File: config.mk
export PLATFORM = sky130hd
export DESIGN_NAME = pc_interface_write_bank_flat
export DESIGN_NICKNAME = d
export VERILOG_FILES = /design/src/rtl/pc_interface_write_bank_pkg.sv /design/src/rtl/pc_interface_write_bank_if.sv /design/src/rtl/pc_interface_write_bank_frame_rx.sv /design/src/rtl/pc_interface_write_bank.sv /design/src/flat_wrapper.sv
export SDC_FILE = /design/constraint.sdc
export NUM_CORES = 1
export LEC_CHECK = 0
export ABC_AREA = 1
export CAP_MARGIN = 0
export CORE_UTILIZATION = 30
export CTS_BUF_LIST = sky130_fd_sc_hd__clkbuf_4 sky130_fd_sc_hd__clkbuf_8
export CTS_CLUSTER_SIZE = 24
export DETAILED_ROUTE_END_ITERATION = 7
export PLACE_DENSITY = 0.6
export SETUP_SLACK_MARGIN = 0.2
export SLEW_MARGIN = 20
export SYNTH_ARGS = -nofsm -noshare
export SYNTH_HDL_FRONTEND = slang
export SYNTH_SLANG_ARGS = --single-unit
export TNS_END_PERCENT = 5
File: constraint.sdc
create_clock -name i_clk -period 1.65 [get_ports i_clk]
set_input_delay 0.2475 -clock i_clk [delete_from_list [all_inputs] [get_ports i_clk]]
set_output_delay 0.2475 -clock i_clk [all_outputs]
set_load 0.02 [all_outputs]
File: src/rtl/pc_interface_write_bank_pkg.sv
// Shared FSM state encoding and frame-size helper for the PC write bank.
package pc_interface_pkg;

  typedef enum logic [1:0] {
    S_ADDR  = 2'd0,
    S_DATA  = 2'd1,
    S_WRITE = 2'd2
  } state_t;

  function automatic int bytes_per_word(input int data_width);
    return data_width / 8;
  endfunction

endpackage

File: src/rtl/pc_interface_write_bank_if.sv
// Byte-stream input and register-bank output bundle; i_commit exists only with PC_INTERFACE_WRITE_BANK_SHADOW_EN.
interface pc_interface_write_bank_if #(
  parameter int DATA_WIDTH = 16,
  parameter int ADDR_WIDTH = 3
);
  logic [7:0]                          i_rx_data;
  logic                                i_rx_valid;
  logic                                o_rx_ready;
  logic [(DATA_WIDTH<<ADDR_WIDTH)-1:0] o_data;
  logic [(1<<ADDR_WIDTH)-1:0]          o_wr_strobe;
  logic                                o_err;
  logic                                o_busy;
`ifdef PC_INTERFACE_WRITE_BANK_SHADOW_EN
  logic                                i_commit;

  modport master (output i_rx_data, i_rx_valid, i_commit,
                  input  o_rx_ready, o_data, o_wr_strobe, o_err, o_busy);
  modport slave  (input  i_rx_data, i_rx_valid, i_commit,
                  output o_rx_ready, o_data, o_wr_strobe, o_err, o_busy);
`else
  modport master (output i_rx_data, i_rx_valid,
                  input  o_rx_ready, o_data, o_wr_strobe, o_err, o_busy);
  modport slave  (input  i_rx_data, i_rx_valid,
                  output o_rx_ready, o_data, o_wr_strobe, o_err, o_busy);
`endif
endinterface

File: src/rtl/pc_interface_write_bank_frame_rx.sv
// Frame parser: address byte + MSB-first data bytes -> one-cycle wr_en with addr/word; err on bad address or timeout.
// rx_ready drops only during the single write cycle; a byte arriving as the timeout expires is still taken.
module pc_interface_frame_rx
  import pc_interface_pkg::*;
#(
  parameter int DATA_WIDTH     = 16,
  parameter int ADDR_WIDTH     = 3,
  parameter int TIMEOUT_CYCLES = 100000
) (
  input  logic                  i_clk,
  input  logic                  i_rst,
  input  logic [7:0]            rx_data,
  input  logic                  rx_valid,
  output logic                  rx_ready,
  output logic                  busy,
  output logic [ADDR_WIDTH-1:0] addr,
  output logic [DATA_WIDTH-1:0] word,
  output logic                  wr_en,
  output logic                  err
);

  localparam int BPW = bytes_per_word(DATA_WIDTH);
  localparam int BCW = $clog2(BPW + 1);
  localparam int TCW = $clog2(TIMEOUT_CYCLES + 1);

  state_t         state;
  logic [BCW-1:0] byte_cnt;
  logic [TCW-1:0] to_cnt;
  logic           accept;

  assign rx_ready = (state != S_WRITE);
  assign busy     = (state != S_ADDR);
  assign accept   = rx_valid && rx_ready;

  always_ff @(posedge i_clk) begin
    if (i_rst) begin
      state    <= S_ADDR;
      byte_cnt <= '0;
      to_cnt   <= '0;
      addr     <= '0;
      word     <= '0;
      wr_en    <= 1'b0;
      err      <= 1'b0;
    end else begin
      wr_en <= 1'b0;
      err   <= 1'b0;
      case (state)
        S_ADDR: begin
          to_cnt   <= '0;
          byte_cnt <= '0;
          if (accept) begin
            if ((rx_data >> ADDR_WIDTH) == 8'd0) begin
              addr  <= rx_data[ADDR_WIDTH-1:0];
              word  <= '0;
              state <= S_DATA;
            end else begin
              err <= 1'b1;
            end
          end
        end
        S_DATA: begin
          if (accept) begin
            word   <= (word << 8) | DATA_WIDTH'(rx_data);
            to_cnt <= '0;
            if (byte_cnt == BCW'(BPW - 1)) begin
              byte_cnt <= '0;
              wr_en    <= 1'b1;
              state    <= S_WRITE;
            end else begin
              byte_cnt <= byte_cnt + 1'b1;
            end
          end else if (to_cnt == TCW'(TIMEOUT_CYCLES - 1)) begin
            // partial word is dropped; the bank never sees it
            err      <= 1'b1;
            to_cnt   <= '0;
            byte_cnt <= '0;
            word     <= '0;
            state    <= S_ADDR;
          end else begin
            to_cnt <= to_cnt + 1'b1;
          end
        end
        S_WRITE: state <= S_ADDR;
        default: state <= S_ADDR;
      endcase
    end
  end

endmodule

File: src/rtl/pc_interface_write_bank.sv
// PC byte stream -> 2**ADDR_WIDTH registers; o_data/o_wr_strobe update 2 edges after the last byte, rx stalls 1 cycle per frame.
// PC_INTERFACE_WRITE_BANK_SHADOW_EN: writes land in a shadow array and reach o_data only on i_commit.
module pc_interface_write_bank
  import pc_interface_pkg::*;
#(
  parameter int                    DATA_WIDTH     = 16,
  parameter int                    ADDR_WIDTH     = 3,
  parameter int                    TIMEOUT_CYCLES = 100000,
  parameter logic [DATA_WIDTH-1:0] RESET_VALUE    = '0
) (
  input logic                     i_clk,
  input logic                     i_rst,
  pc_interface_write_bank_if.slave bus
);

  localparam int NREG = 1 << ADDR_WIDTH;

  logic [ADDR_WIDTH-1:0]            addr;
  logic [DATA_WIDTH-1:0]            word;
  logic                             wr_en;
  logic [NREG-1:0]                  wr_dec;
  logic [NREG-1:0][DATA_WIDTH-1:0]  regs;

  pc_interface_frame_rx #(
    .DATA_WIDTH     (DATA_WIDTH),
    .ADDR_WIDTH     (ADDR_WIDTH),
    .TIMEOUT_CYCLES (TIMEOUT_CYCLES)
  ) u_frame_rx (
    .i_clk    (i_clk),
    .i_rst    (i_rst),
    .rx_data  (bus.i_rx_data),
    .rx_valid (bus.i_rx_valid),
    .rx_ready (bus.o_rx_ready),
    .busy     (bus.o_busy),
    .addr     (addr),
    .word     (word),
    .wr_en    (wr_en),
    .err      (bus.o_err)
  );

  assign wr_dec = wr_en ? (NREG'(1) << addr) : '0;

  // strobe is registered so it lines up with the register update it announces
  always_ff @(posedge i_clk) begin
    if (i_rst) bus.o_wr_strobe <= '0;
    else       bus.o_wr_strobe <= wr_dec;
  end

  for (genvar k = 0; k < NREG; k++) begin : g_reg
    logic [DATA_WIDTH-1:0] q;
`ifdef PC_INTERFACE_WRITE_BANK_SHADOW_EN
    logic [DATA_WIDTH-1:0] shadow_q;

    // commit samples shadow_q before a same-cycle write lands
    always_ff @(posedge i_clk) begin
      if (i_rst) begin
        shadow_q <= RESET_VALUE;
        q        <= RESET_VALUE;
      end else begin
        if (wr_dec[k])    shadow_q <= word;
        if (bus.i_commit) q        <= shadow_q;
      end
    end
`else
    always_ff @(posedge i_clk) begin
      if (i_rst)          q <= RESET_VALUE;
      else if (wr_dec[k]) q <= word;
    end
`endif
    assign regs[k] = q;
  end

  assign bus.o_data = regs;

endmodule

File: src/flat_wrapper.sv
// flat-port wrapper written by rule: the top's interface ports become plain ports
module pc_interface_write_bank_flat import pc_interface_pkg::*;
#(
  parameter int                    DATA_WIDTH     = 16,
  parameter int                    ADDR_WIDTH     = 3,
  parameter int                    TIMEOUT_CYCLES = 100000,
  parameter logic [DATA_WIDTH-1:0] RESET_VALUE    = '0
)
  (i_clk, i_rst, bus_i_rx_data, bus_i_rx_valid, bus_o_rx_ready, bus_o_data, bus_o_wr_strobe, bus_o_err, bus_o_busy);
  pc_interface_write_bank_if #(.DATA_WIDTH(DATA_WIDTH), .ADDR_WIDTH(ADDR_WIDTH)) bus_i ();
  input logic i_clk;
  input logic i_rst;
  input wire logic [$bits(bus_i.i_rx_data)-1:0] bus_i_rx_data;
  input wire logic [$bits(bus_i.i_rx_valid)-1:0] bus_i_rx_valid;
  output wire logic [$bits(bus_i.o_rx_ready)-1:0] bus_o_rx_ready;
  output wire logic [$bits(bus_i.o_data)-1:0] bus_o_data;
  output wire logic [$bits(bus_i.o_wr_strobe)-1:0] bus_o_wr_strobe;
  output wire logic [$bits(bus_i.o_err)-1:0] bus_o_err;
  output wire logic [$bits(bus_i.o_busy)-1:0] bus_o_busy;
  assign bus_i.i_rx_data = bus_i_rx_data;
  assign bus_i.i_rx_valid = bus_i_rx_valid;
  assign bus_o_rx_ready = bus_i.o_rx_ready;
  assign bus_o_data = bus_i.o_data;
  assign bus_o_wr_strobe = bus_i.o_wr_strobe;
  assign bus_o_err = bus_i.o_err;
  assign bus_o_busy = bus_i.o_busy;
  pc_interface_write_bank #(.DATA_WIDTH(DATA_WIDTH), .ADDR_WIDTH(ADDR_WIDTH), .TIMEOUT_CYCLES(TIMEOUT_CYCLES), .RESET_VALUE(RESET_VALUE)) u_core (.i_clk(i_clk), .i_rst(i_rst), .bus(bus_i));
endmodule
==> impl_summary.md <==
Status
The run finished with clean final reports.

Logic synthesis
In the synthesized netlist the dominant register cell turns out to be sky130_fd_sc_hd__dfxtp_1. The number of library cell types mapped by synthesis is 31. In the synthesized netlist, the cells that appear most often are 178 x sky130_fd_sc_hd__dfxtp_1, 141 x sky130_fd_sc_hd__a21oi_1, 133 x sky130_fd_sc_hd__o21ai_0, 73 x sky130_fd_sc_hd__nand2_1, 46 x sky130_fd_sc_hd__nor2_1. The mean instance size in the synthesized netlist is 8.32 µm². Counting flops with an async set or reset pin after synthesis yields a share of 0. The number of synthesis warnings is 0.

Yosys attributes the largest share of cell area to sky130_fd_sc_hd__dfxtp_1 55%, sky130_fd_sc_hd__a21oi_1 11%, sky130_fd_sc_hd__o21ai_0 10%, sky130_fd_sc_hd__nand2_1 4.2%, sky130_fd_sc_hd__nor2_1 2.7%. The post-synthesis cell type with the largest combined area is sky130_fd_sc_hd__dfxtp_1. The post-synthesis net count is 790. For this run, the register share of the synthesized area comes to 0.550. The area share of the largest cell type after synthesis is 0.550. The number of flops mapped to enable cells by yosys is 0.

The number of cells produced by synthesis is 778. The most numerous cell in the Yosys netlist is sky130_fd_sc_hd__dfxtp_1. The post-synthesis cell area is 6470 µm². In this run, synthesis produced a sequential element count of 178.

Timing
For the pin with the worst max-slew slack, the measured transition is 0.499 ns. Final hold analysis gives a worst-case slack of 0.433 ns. The final worst-path setup slack is roughly 0.15 ns. The worst-case clock skew is about 0.016 ns.

Setup repair after global routing could not meet its margin everywhere. The final hold violation count came to 0. Timing would allow up to 0.667 GHz. The share of the clock period used by the worst path is 0.909. The number of slew-limit violations in the final report came to 0. The time the worst path needs with I/O delays and setup is 1.50 ns.

Measured against its own limit, the worst slew margin works out to 0.665. The final number of setup-violating endpoints is 0. The total negative slack is 0 ns.

Routing
The pre-antenna-repair detailed-routing pass consisted of 4 iterations. In the detailed route, the total length drawn on met3 is 1540 µm. The via-per-instance ratio is approximately 4.7. Across all layers, the routed design uses ~5,900 vias.

In this run, the number of DRC markers left after iteration 0 of detailed routing was 297. The routed wire length on met2 is 9640 µm. After detailed routing, the average wire length per cell comes to 16.5 µm. The detailed router put a total of about 9000 µm of wire on met1.

The highest metal layer with signal wires is met4. The count of nets left with antenna violations once routing finished came out at 0. The remaining routing DRC violations is 0.

The total wire length after detailed routing is 20,500 µm.

Run
Across the run, the number of max-cap violations was 0.

Worst setup path
The arrival time of the worst setup path is around 1.9 ns. The slowest cell on the critical path is sky130_fd_sc_hd__dfxtp_4. For this run, the slowest stage of the critical path takes 0.37 ns. The critical path goes through ha_4 > nand2_4 > nor2_4 > nand3_4 > nand2_2 > nand2_2 > nand2_4 > buf_6 > a21oi_1. The worst flop-to-flop path startpoint is u_core.u_frame_rx.to_cnt[1]. The type of element capturing the critical path is a flip-flop. The minimum setup slack among reg-to-reg paths is 0.15 ns. The required time reported for the critical path endpoint is approximately 2.0 ns.

The maximum net fanout on the critical path is 5. The startpoint type of the worst setup path is a flip-flop. The cell depth of the worst flop-to-flop path is 9. The critical path in this run is classified as flip-flop to flip-flop. In this design, the largest share of critical-path delay is due to simple AND/OR/NAND/NOR gates. Counting both buffers and inverters, the worst setup path holds a total of 1. The capture point of the worst reg-to-reg path is u_core.u_frame_rx.byte_cnt[1].

Power
For this design the static power due to leakage is 4.10 nW. The worst voltage drop across the vdd grid is 582 µV. The power per cell area is 871 nW/µm².

Placement
After legalization and detailed placement, the total HPWL measured around 13,000 µm. The count of buffers added on input and output ports is 149. The pre-CTS setup slack is -0.164 ns.

The global placement routability congestion is 0.859. The total placed cells including tap cells is 1,203.

Clocking
The clock tree from TritonCTS is done. CTS built an H-tree with a depth of 4. For this design, the sink count on the clock tree is 178. The maximum buffer depth of the clock tree is 2. The root buffer cell chosen for the clock tree is sky130_fd_sc_hd__clkbuf_8. The number of buffers inserted for hold repair after clock tree synthesis is 0. The clock transition at the register clock pins on the worst setup and hold paths after CTS is 0.10 ns. Clock latency on the worst-skew pair, taken at its later pin, is 0.46 ns. The number of clock buffers inserted by TritonCTS is 17.

Cells and area
At the end of the flow, the number of nets in the layout was 967. The antenna diode count is 0. The signed area change from the synthesized netlist to the final layout is 41.0%.

The fraction of layout cells with a size suffix above 1 is 0.174. The finished layout holds 1,243 standard cells, fillers aside.

Floorplanning
The height of the chip is 149 µm. The site row count is 53. The boundary pin count is 150. The starting utilization of the core area is 0.307. The floorplan step defined a core boundary enclosing 21,100 µm². The floorplan step defined a die boundary enclosing 22,200 µm².

The floorplan step set the die width to 149 µm.

Global route
The initial antenna violation count was 0. The first-pass GRT wire length is around 32,000 µm. The global routing usage summed across all routing layers is 0.189.

The total global routing overflow is 0. Entering global routing, the biggest net connects 47 pins. The number of global-route vias before repair is 5,468.

Min path
The worst min-delay path endpoint is u_core.u_frame_rx.addr[1]. The class of the most critical hold timing path is input port to flip-flop. The origin of the worst min-delay path is bus_i_rx_data[1].

The worst hold path passes through 3 cells.
[placed cells by master (no fill, tap or decap), types with 4 or more instances in the layout]
cell type                           n
sky130_fd_sc_hd__clkdlybuf4s15_1    8
sky130_fd_sc_hd__nand2_2           15
sky130_fd_sc_hd__clkbuf_8          18
sky130_fd_sc_hd__buf_6              6
sky130_fd_sc_hd__inv_6              4
sky130_fd_sc_hd__clkinv_1          16
sky130_fd_sc_hd__inv_2             12
sky130_fd_sc_hd__nor2_1            35
sky130_fd_sc_hd__buf_4             42
sky130_fd_sc_hd__a21oi_1          141
sky130_fd_sc_hd__dfxtp_1          172
sky130_fd_sc_hd__dfxtp_2            5
sky130_fd_sc_hd__xor2_1             6
sky130_fd_sc_hd__nor2_4             5
sky130_fd_sc_hd__nand2_1           66
sky130_fd_sc_hd__nand3_1           15
sky130_fd_sc_hd__clkdlybuf4s50_1   10
sky130_fd_sc_hd__nand4_1           24
sky130_fd_sc_hd__buf_12            12
sky130_fd_sc_hd__inv_1             28
sky130_fd_sc_hd__nor3_1            11
sky130_fd_sc_hd__dlygate4sd2_1    126
sky130_fd_sc_hd__nor2_2            22
sky130_fd_sc_hd__o21ai_0          133
[worst max path at each step]
stage,from,endpoint,slack [ns],depth (start not counted)
CTS,u_core.u_frame_rx.to_cnt[1],u_core.u_frame_rx.word[1],0.10,9
detailed placement,bus_i_rx_data[5],u_core.u_frame_rx.word[1],-0.16,10
global route,u_core.u_frame_rx.state[1],u_core.u_frame_rx.to_cnt[9],0.05,8
finish,u_core.u_frame_rx.to_cnt[1],u_core.u_frame_rx.byte_cnt[1],0.15,9
global placement,bus_i_rx_data[5],u_core.u_frame_rx.word[15],-0.13,10
floorplan,u_core.u_frame_rx.to_cnt[1],u_core.u_frame_rx.word[5],0.20,10
[final cells by class]
| class | instances | area [µm²] |
|---|---|---|
| tap | 275 | 344 |
| clock buffer | 19 | 255 |
| timing repair buffer | 207 | 1940 |
| sequential | 178 | 3570 |
| clock inverter | 13 | 190 |
| fill | 2169 | 12000 |
| multi-input combinational | 493 | 2600 |
| inverter | 58 | 221 |
[registers in the layout (all words and copies together), names as in the netlist]
register / count
u_core.g.q: 128
u_core.u_frame_rx.byte_cnt: 2
u_core.u_frame_rx.state: 2
u_core.bus.o_wr_strobe: 8
u_core.u_frame_rx.to_cnt: 17
u_core.u_frame_rx.word: 16
u_core.u_frame_rx.wr_en: 1
u_core.u_frame_rx.addr: 3
u_core.u_frame_rx.err: 1
[power breakdown]
group          internal [mW]  switching (mW)
clock network           1.62            1.75
logic                 0.0999           0.174
registers               4.30         0.00590
total                   6.02            1.93
[worst min-delay path, delay by kind of cell]
kind | cells | cell delay [ns]
AO/OA/AOI/OAI | 1 | 0.05
buffers and inverters | 2 | 0.55
[layer usage]
layer,track usage,vias to the layer above
met3,0.0679,15
li1,-,2988
met4,0.0413,0
met2,0.304,148
met1,0.242,2746
met5,0,-
[kinds of logic after synthesis]
kind of cell	share of synthesized area
AOI/OAI and AO/OA	0.216
xor gates and xnor gates	0.00947
adders and majority gates	0.00193
buffers and inverters	0.0661
DFF	0.550
and+or+nand+nor	0.156
[through the flow]
stage / cell area (µm²) / total power [mW] / util
floorplan: 6490 / 4.54 / -
global placement: 8670 / 4.68 / 0.411
detailed placement: 8670 / 4.68 / 0.411
CTS: 9040 / 8.03 / 0.429
global route: 9130 / 8.26 / 0.433
finish: 9130 / 7.95 / 0.433
[repair_timing]
action / CTS / global route
pin swaps: 15 / 7
resized for setup: 180 / 14
setup buffers: 3 / 3
cloned: 0 / 2
endpoints found under the setup margin: 169 / 208
Power figures use the tool's default switching activity.
